### src/rtl/psram_pkg.sv
// Shared types and constants for the PSRAM read-line cache.
// Holds the FSM state enum, bus address padding width and the cache line record.
package psram_pkg;

    typedef enum logic [1:0] {
        IDLE  = 2'd0,
        HIT   = 2'd1,
        MISS  = 2'd2,
        WRITE = 2'd3
    } psram_rd_cache_state_e;

    localparam int PSRAM_BUS_PAD_W = 6;

    // Widest tag a 32-bit byte address can carry; narrower tags are zero-extended.
    localparam int PSRAM_RC_TAG_W = 29;

    typedef struct packed {
        logic                      valid;
        logic [PSRAM_RC_TAG_W-1:0] tag;
        logic [63:0]               data;
    } psram_rc_line_t;

    function automatic logic [63:0] psram_byte_merge(input logic [63:0] old_data,
                                                     input logic [63:0] new_data,
                                                     input logic [7:0]  mask);
        logic [63:0] merged;
        for (int b = 0; b < 8; b++) begin
            merged[b*8 +: 8] = mask[b] ? new_data[b*8 +: 8] : old_data[b*8 +: 8];
        end
        return merged;
    endfunction

endpackage

### src/rtl/psram_rc_tag_arr.sv
// Valid/tag/data storage for the read cache: one combinational read port,
// one write port and a flush-all that clears every valid bit.
module psram_rc_tag_arr
    import psram_pkg::*;
#(
    parameter int ENTRY_NUM = 8,
    parameter int IDX_W     = $clog2(ENTRY_NUM)
) (
    input  logic                 clk,
    input  logic                 rst,
    input  logic                 flush,
    input  logic [IDX_W-1:0]     rd_idx,
    output psram_rc_line_t       rd_line,
    input  logic                 wr_en,
    input  logic [IDX_W-1:0]     wr_idx,
    input  psram_rc_line_t       wr_line
);

    logic [ENTRY_NUM-1:0]      valid;
    logic [PSRAM_RC_TAG_W-1:0] tag_mem  [ENTRY_NUM];
    logic [63:0]               data_mem [ENTRY_NUM];

    // Flush takes priority so a write landing on the same edge cannot revive a line.
    always_ff @(posedge clk or posedge rst) begin
        if (rst) begin
            valid <= '0;
        end else if (flush) begin
            valid <= '0;
        end else if (wr_en) begin
            valid[wr_idx] <= wr_line.valid;
        end
    end

    always_ff @(posedge clk) begin
        if (wr_en) begin
            tag_mem[wr_idx]  <= wr_line.tag;
            data_mem[wr_idx] <= wr_line.data;
        end
    end

    always_comb begin
        rd_line.valid = valid[rd_idx];
        rd_line.tag   = tag_mem[rd_idx];
        rd_line.data  = data_mem[rd_idx];
    end

endmodule

### src/rtl/psram_rd_cache.sv
// Direct-mapped 64-bit read line buffer in front of psram_core; writes go through.
// Define PSRAM_RD_CACHE_STAT_EN to add saturating hit/miss counters.
module psram_rd_cache
    import psram_pkg::*;
#(
    parameter int ENTRY_NUM  = 8,
    parameter int ADDR_WIDTH = 23
) (
    input  logic                  clk_i,
    input  logic                  rst_i,
    input  logic                  en_i,
    input  logic                  flush_i,
    input  logic                  usr_xfer_start_i,
    input  logic                  usr_wen_i,
    input  logic [ADDR_WIDTH-1:0] usr_addr_i,
    input  logic [7:0]            usr_bm_i,
    input  logic [63:0]           usr_dat_i,
    output logic [63:0]           usr_dat_o,
    output logic                  usr_done_o,
    output logic                  xfer_valid_o,
    output logic                  xfer_rdwr_o,
    output logic [31:0]           bus_addr_o,
    output logic [63:0]           bus_wr_data_o,
    output logic [7:0]            bus_wr_mask_o,
    input  logic [63:0]           bus_rd_data_i,
    input  logic                  xfer_done_i,
    output psram_rd_cache_state_e dbg_state_o
`ifdef PSRAM_RD_CACHE_STAT_EN
    ,
    output logic [31:0]           hit_cnt_o,
    output logic [31:0]           miss_cnt_o
`endif
);

    localparam int IDX_W = $clog2(ENTRY_NUM);

    psram_rd_cache_state_e     state, state_nxt;
    logic [ADDR_WIDTH-1:0]     req_addr;
    logic                      hit_done_q;
    logic [63:0]               hit_dat_q;
    logic [IDX_W-1:0]          rd_idx;
    logic [PSRAM_RC_TAG_W-1:0] lookup_tag;
    psram_rc_line_t            rd_line;
    logic                      tag_match;
    logic                      arr_wr_en;
    psram_rc_line_t            arr_wr_line;

    psram_rc_tag_arr #(.ENTRY_NUM(ENTRY_NUM), .IDX_W(IDX_W)) u_tag_arr (
        .clk     (clk_i),
        .rst     (rst_i),
        .flush   (flush_i),
        .rd_idx  (rd_idx),
        .rd_line (rd_line),
        .wr_en   (arr_wr_en),
        .wr_idx  (rd_idx),
        .wr_line (arr_wr_line)
    );

    // In IDLE the array is probed with the incoming address; afterwards with the latched one.
    always_comb begin
        if (state == IDLE) begin
            rd_idx     = usr_addr_i[IDX_W-1:0];
            lookup_tag = PSRAM_RC_TAG_W'(usr_addr_i[ADDR_WIDTH-1:IDX_W]);
        end else begin
            rd_idx     = req_addr[IDX_W-1:0];
            lookup_tag = PSRAM_RC_TAG_W'(req_addr[ADDR_WIDTH-1:IDX_W]);
        end
        tag_match = rd_line.valid && (rd_line.tag == lookup_tag);

        arr_wr_en = xfer_done_i && !flush_i &&
                    (((state == MISS) && en_i) || ((state == WRITE) && tag_match));
        arr_wr_line.valid = 1'b1;
        arr_wr_line.tag   = lookup_tag;
        arr_wr_line.data  = (state == MISS) ? bus_rd_data_i
                          : psram_byte_merge(rd_line.data, bus_wr_data_o, bus_wr_mask_o);
    end

    always_ff @(posedge clk_i or posedge rst_i) begin
        if (rst_i) begin
            state <= IDLE;
        end else begin
            state <= state_nxt;
        end
    end

    always_comb begin
        state_nxt = state;
        case (state)
            IDLE: begin
                if (usr_xfer_start_i) begin
                    if (usr_wen_i) begin
                        state_nxt = WRITE;
                    end else if (en_i && tag_match && !flush_i) begin
                        state_nxt = HIT;
                    end else begin
                        state_nxt = MISS;
                    end
                end
            end
            HIT:          state_nxt = IDLE;
            MISS, WRITE:  if (xfer_done_i) state_nxt = IDLE;
            default:      state_nxt = IDLE;
        endcase
    end

    always_comb begin
        dbg_state_o  = state;
        xfer_valid_o = (state == MISS) || (state == WRITE);
        xfer_rdwr_o  = (state == MISS);
        usr_done_o   = hit_done_q || (xfer_valid_o && xfer_done_i);
        if (hit_done_q) begin
            usr_dat_o = hit_dat_q;
        end else if ((state == MISS) && xfer_done_i) begin
            usr_dat_o = bus_rd_data_i;
        end else begin
            usr_dat_o = '0;
        end
    end

    // Request latch and the registered hit response that gives the two-cycle hit latency.
    always_ff @(posedge clk_i or posedge rst_i) begin
        if (rst_i) begin
            req_addr      <= '0;
            bus_addr_o    <= '0;
            bus_wr_data_o <= '0;
            bus_wr_mask_o <= '0;
            hit_done_q    <= 1'b0;
            hit_dat_q     <= '0;
        end else begin
            hit_done_q <= (state == HIT);
            if (state == HIT) begin
                hit_dat_q <= rd_line.data;
            end
            if ((state == IDLE) && usr_xfer_start_i) begin
                req_addr      <= usr_addr_i;
                bus_addr_o    <= {{PSRAM_BUS_PAD_W{1'b0}}, usr_addr_i, 3'd0};
                bus_wr_data_o <= usr_dat_i;
                bus_wr_mask_o <= usr_bm_i;
            end
        end
    end

`ifdef PSRAM_RD_CACHE_STAT_EN
    always_ff @(posedge clk_i or posedge rst_i) begin
        if (rst_i) begin
            hit_cnt_o  <= '0;
            miss_cnt_o <= '0;
        end else if (flush_i) begin
            hit_cnt_o  <= '0;
            miss_cnt_o <= '0;
        end else if (state == IDLE) begin
            if ((state_nxt == HIT) && (hit_cnt_o != 32'hFFFF_FFFF)) begin
                hit_cnt_o <= hit_cnt_o + 32'd1;
            end
            if ((state_nxt == MISS) && en_i && (miss_cnt_o != 32'hFFFF_FFFF)) begin
                miss_cnt_o <= miss_cnt_o + 32'd1;
            end
        end
    end
`endif

endmodule

### config.mk
export PLATFORM = sky130hd
export DESIGN_NAME = psram_rd_cache
export DESIGN_NICKNAME = d
export VERILOG_FILES = /design/src/rtl/psram_pkg.sv /design/src/rtl/psram_rc_tag_arr.sv /design/src/rtl/psram_rd_cache.sv
export SDC_FILE = /design/constraint.sdc
export NUM_CORES = 1
export LEC_CHECK = 0
export CAP_MARGIN = 20
export CORE_ASPECT_RATIO = 1.4
export CORE_MARGIN = 2
export CORE_UTILIZATION = 44
export CTS_BUF_LIST = sky130_fd_sc_hd__clkbuf_4
export DETAILED_ROUTE_END_ITERATION = 8
export PLACE_DENSITY = 0.61
export SYNTH_ARGS = -nofsm -noshare
export SYNTH_HDL_FRONTEND = slang
export SYNTH_SLANG_ARGS = --single-unit
### constraint.sdc
create_clock -name clk_i -period 18.6 [get_ports clk_i]
set_clock_uncertainty 0.15 [all_clocks]
set_input_delay 4.65 -clock clk_i [delete_from_list [all_inputs] [get_ports clk_i]]
set_output_delay 4.65 -clock clk_i [all_outputs]
set_load 0.1 [all_outputs]
Yosys cells after proc, flatten, opt, wreduce, memory -nomap -nowiden
Memories as Yosys holds them, arrays and structs flattened.
Index checks and enable logic that the tools add are counted.
- add/subtract/negate cells: 0
- multipliers: 0
- divide/modulo/power cells: 0
- order comparisons: 2
- equal/unequal tests: 6
- shift operators: 0
- mux-type cells: 26
- bitwise logic cells: 1
- reduce and logical (&&, ||, !) cells: 19
- operator list (cell ; number):
    2-to-1 mux 64 bit ; 3
    2-to-1 mux 8 bit ; 10
    equality test 29 bit ; 1
    2-to-1 mux 20 bit ; 1
    logical AND 1 bit ; 11
    2-to-1 mux 2 bit ; 4
    bitwise OR 8 bit ; 1
    one-hot mux 2 bit (3 select lines) ; 1
    equality test 2 bit, second input constant ; 2
    less-than comparator 3 x 4 -> 1 bit, second input constant ; 1
    2-to-1 mux 1 bit ; 4
    != test 2 bit, second input constant ; 2
    binary-select mux 1 bit (select 3 bit) ; 1
    demux 1 bit (select 3 bit) ; 1
    greater-or-equal comparator 3 x 1 -> 1 bit, second input constant ; 1
    logical OR 1 bit ; 3
    2-to-1 mux 3 bit ; 1
    equality test 2 x 1 -> 1 bit, second input constant ; 1
    logical NOT 2 bit ; 1
    AND reduction 2 bit ; 1
    nonzero test 2 bit ; 1
    OR reduction 2 bit ; 1
    logical NOT 1 bit ; 1
- register bits: 170
- bits in latches: 0
- memory bits (writable): 672
- memory bits (read-only): 0
- input bits: 166
- output and inout bits: 173
- word-level logic and storage cells: 63
- memories kept: 2
- memories (memory ; depth ; bits a word ; rd ports ; clocked after memory_dff ; wr ports ; RTL line ; source):
    u_tag_arr.data_mem ; 8 ; 64 ; 1 ; 0 ; 1 ; psram_rc_tag_arr.sv:21 ; logic [63:0] data_mem [ENTRY_NUM];
    u_tag_arr.tag_mem ; 8 ; 20 ; 1 ; 0 ; 1 ; psram_rc_tag_arr.sv:20 ; logic [PSRAM_RC_TAG_W-1:0] tag_mem [ENTRY_NUM];

Logic depth before layout (Yosys ltp)
- depth after elaboration: 11
- mapped depth: 14
- depth with buffers taken out: 9

Cells and area by module
A second synthesis with hierarchy kept.
- cells, all modules: 2109
- area, all modules: 37215.7 µm²
- modules (own cells, without submodules) (module ; times used ; cells an instance ; area each (µm²) ; sequential area each (µm²)):
    psram_rc_tag_arr ; 1 ; 1117 ; 28359.7 ; 22541.6
    psram_rd_cache ; 1 ; 992 ; 8856.0 ; 4053.9

Least setup slack after synthesis
OpenSTA, ideal clock, no wires.
- path kind: input to register
- start: input usr_addr_i[1]
- end: memory u_tag_arr.data_mem[6][0] (enable)
- setup time: 630 ps
- arrival: 12634 ps
- data required time: 17820 ps
- path slack: 5186 ps
- cell stages on the path: 10
- path buffers: 1
- path through: clkbuf_1 > or4_4 > o31a_4 > a211oi_1 > nor4_1 > xor2_1 > or4_1 > nor4_1 > a31oi_1 > nor3_1
- cells in the longest elaborated chain, start to end: 9
- elaborated cells on any way between the ends: 11
- classes of those cells: 1 x eq/ne; 5 x mux; 4 x reduce/logical; 1 x memory
- RTL lines (element ; RTL line ; source):
    from (decl) ; psram_rd_cache.sv:15 ; input logic [ADDR_WIDTH-1:0] usr_addr_i,
    2-to-1 mux 3 bit (*) ; psram_rd_cache.sv:61 ; if (state == IDLE) begin
    memory read (8 x 20 bit) or binary-select mux 1 bit (select 3 bit) (tied branches) ; - ;
    equality test 29 bit or 2-to-1 mux 1 bit (tied branches) ; psram_rd_cache.sv:68, psram_rc_tag_arr.sv:42 ;
    logical AND 1 bit ; psram_rd_cache.sv:68 ; tag_match = rd_line.valid && (rd_line.tag == lookup_tag);
    logical AND 1 bit ; psram_rd_cache.sv:71 ; (((state == MISS) && en_i) || ((state == WRITE) && tag_match));
    logical OR 1 bit ; psram_rd_cache.sv:71 ;
    logical AND 1 bit ; psram_rd_cache.sv:70 ; arr_wr_en = xfer_done_i && !flush_i &&
    2-to-1 mux 1 bit ; psram_rc_tag_arr.sv:35 ; if (wr_en) begin
    2-to-1 mux 1 bit (implied by the code) ; psram_rc_tag_arr.sv:37 ; data_mem[wr_idx] <= wr_line.data;
    to (decl) ; psram_rc_tag_arr.sv:21 ;
Mark *: on every way between the ends. The rest lies on a longest branch, timed or not. The select of a mux whose other input is x is not followed.

Worst setup path in the final report
- start: input xfer_done_i
- end: output usr_dat_o[10]
- cells in the longest elaborated chain, start to end: 3
- RTL lines (element ; RTL line ; source):
    from (decl) ; psram_rd_cache.sv:26 ; input logic xfer_done_i,
    logical AND 1 bit ; psram_rd_cache.sv:113 ; end else if ((state == MISS) && xfer_done_i) begin
    2-to-1 mux 64 bit ; psram_rd_cache.sv:113 ;
    2-to-1 mux 64 bit ; psram_rd_cache.sv:111 ; if (hit_done_q) begin
    to (decl) ; psram_rd_cache.sv:18 ; output logic [63:0] usr_dat_o,
Every way passes these cells.

==> summary.md <==
| Metric | Value |
|---|---|
| Synth Flop Type | edfxtp_1 |
| Part of the cycle the worst path needs | 70.3% |
| Count of hold-fix buffers inserted at cts | 0 |
| Aggregate global routing overflow | 0 |
| Placed instance area | 38200 um^2 |
| Max FO, Critical Path | 35 |
| Post-Synthesis Cells | 2455 |
| Number of instances resized during post-cts repair | 0 |
| Chain of cells forming the critical path | clkdlybuf4s50_1 -> nand2_1 -> nor2_4 -> buf_4 -> a22o_1 -> clkdlybuf4s50_1 |
| Number of pins with negative max-slew slack in the final report | 0 |
| Met1 Usage GRT | 31.3% |
| Power density cells | 153 nW/um^2 |
| First-pass iteration count of the detailed router | 6 |
| Most instantiated cells after synthesis | edfxtp_1, nand2_1, a22oi_1 |
| CTS tree | yes |
| Initial cell density of the core | 44.3% |
| Area of the die | 79100 um^2 |
| Detailed placer's ending HPWL | 55100 um |
| Setup repair after global routing missed its margin | false |
| Maximum clock frequency | 76.5 MHz |
| Share of the core filled with cells in the final layout | 53.7% |
| Post-synthesis average cell area | 13.8 um^2 |
| Cell at the root of the clock tree | clkbuf_4 |
| Synth top area share | 59.7% |
| Pin count of the biggest net entering global routing | 111 |
| Pleak | 14.8 nW |
| Crit start category | primary input |
| Buffer levels on the longest clock path | 3 |
| Global Route met3 Usage | 4.40% |
| Run status | complete, no violations |
| Final weighted congestion in routability-driven placement | 0.824 |
| Minimum clock period after layout | 13.07 ns |
| Part of the Yosys area used for sequential elements | 72.3% |
| Proportion of synthesized flip-flops having asynchronous set or reset | 20.2% |
| Width of the chip | 238 um |
| Start-to-end type of the worst setup path | in -> out |
| Pin slew with the least headroom to its limit | 1.15 ns |
| GRT met2 Usage | 41.5% |
| Number of distinct standard cells referenced by the synthesized netlist | 70 |
| Max-capacitance violation count | 0 |
| Cell taking the most area after synthesis | edfxtp_1 |
| Via count of the first global-routing pass | 23700 |
| Post-Synthesis Cell Area | 33800 um^2 |
| Final instance area | 41000 um^2 |
| Most Frequent Cell on Critical Path | clkdlybuf4s50_1 |
| Final Hold Fails | 0 |
| Count of non-filler cells in the finished layout | 4018 |
| I/O pins | 339 |
| Largest incremental delay on the critical path | 1.13 ns |
| WL final | 96300 um |
| WP data arrival | 8.27 ns |
| Dominant cell by count in the synthesized netlist | edfxtp_1 |
| Grt peak-use layer | met2 |
| GRT Total Usage | 24.2% |
| Crit end category | output port |
| Setup-violating endpoint count in the final report | 0 |
| Later-pin clock latency in the skew report | 1.05 ns |
| Final total negative setup slack | 0 ns |
| Type of the most critical hold path | reg -> reg |
| Count of clock tree sinks | 842 |
| Number of H-tree levels | 4 |
| Number of nets with antenna violations after routing | 0 |
| Data required time at the worst endpoint | 13.80 ns |
| Rows | 120 |
| # nets final | 3039 |
| Via density per instance | 5.71 |
| Violation count after the first detailed-route iteration | 1903 |
| Number of CTS-inserted buffers | 197 |
| Largest cells by area after synthesis | edfxtp_1, dfrtp_1, nand2_1 |
| DP Cell Count | 3650 |
| Syn-to-layout area delta | 21.2% |
| Mean routed wirelength per cell | 24.0 um |
| Post-CTS Setup Inserts | 0 |
| Height of the chip | 332 um |
| Max VDD drop | 88.3 uV |
| Wire length of the first global-routing pass | 144000 um |
| Via count | 22900 |
| Post-CTS clock slew at the launch and capture registers of the worst setup and hold paths | 0.06 ns |
| Cell with the largest stage delay on the worst path | clkdlybuf4s50_1 |
| Count of buffers from port buffering | 329 |
| Yosys warns | 0 |
| Register bit total from synthesis | 842 |
| Placeable core region | 76300 um^2 |
| Number of enable flip-flop cells after synthesis | 672 |
| Layout cells sized above 1 | 14.5% |
| Number of design rule violations left after detail routing | 0 |
| Initial antenna violation count | 3 |
| Worst max-slew margin expressed relative to the limit | 23.4% |
## cell families after synthesis
kind of cell / after synthesis / share of synthesized area (%)
AOI/OAI and AO/OA: 570 / 11.9
xor gates and xnor gates: 14 / 0.363
buffers and inverters: 215 / 2.65
DFF: 842 / 72.3
muxes: 114 / 3.58
other: 1 / 0.0111
and+or+nand+nor: 699 / 9.15
## area by class of cell
cell class	count	area, um^2
flip-flops and latches	842	24400
inverters	47	184
repair buffers	379	3690
fillers	6347	35300
multi-input cells	1406	8680
clock inverters	85	633
well taps	976	1220
clock buffers	280	2100
diodes	3	7.51
## registers in the layout (all words and copies together), names as in the netlist
register            cells
bus_addr_o             23
bus_wr_data_o          64
bus_wr_mask_o           8
dbg_state_o             2
hit_dat_q              64
hit_done_q              1
u_tag_arr.data_mem    512
u_tag_arr.tag_mem     160
u_tag_arr.valid         8
## report_power, final
group	internal, W	switching [W]
clock	0.000850	0.000734
combinational	0.000560	0.00161
sequential	0.00240	0.000130
## worst paths after layout
kind	start	endpoint	slack [ns]	cells after the start
max reg2reg	dbg_state_o[0]	u_tag_arr.data_mem[1][39]	11.46	13
min in group asynchronous	rst_i	bus_addr_o[3]	3.94	2
min	hit_dat_q[29]	hit_dat_q[29]	0.34	2
min reg2reg	hit_dat_q[29]	hit_dat_q[29]	0.34	2
max	xfer_done_i	usr_dat_o[10]	5.53	6
max in group asynchronous	rst_i	bus_wr_data_o[42]	12.92	3
## cells in the final DEF, fill, tap and decap left out, types with 20 or more instances in the layout
master	instances
buf_4	48
a22oi_1	183
o21ai_0	85
nand4_1	20
inv_1	45
nand2_1	427
and4_1	23
clkbuf_4	280
edfxtp_1	672
o22ai_1	38
clkdlybuf4s50_1	329
mux2_2	46
mux2i_1	67
clkinv_1	61
and3_1	31
nor2_1	104
dfrtp_1	169
a21oi_1	74
a22o_1	74
a211oi_1	31
## metal layers
metal | up-vias | wire length (um)
li1 | 10300 | -
met1 | 11500 | 39200
met2 | 956 | 48400
met3 | 159 | 6560
met4 | 0 | 2170
met5 | - | 0
## through the flow
stage / setup WS (ns) / hold slack [ns] / power (W)
global route: 5.44 / 0.374 / 0.00657
global placement: 5.60 / 0.327 / 0.00471
finish: 5.53 / 0.337 / 0.00629
detailed placement: 5.49 / 0.327 / 0.00475
CTS: 5.50 / 0.347 / 0.00634
floorplan: 5.19 / 0.296 / 0.00405
## worst max-delay path: cells and delay by family
kind | cells | cell delay [ns]
AO/OA/AOI/OAI | 1 | 0.23
buffers and inverters | 3 | 2.36
AND/OR/NAND/NOR | 2 | 0.95
Note: power is estimated with default switching activity, not from simulation.
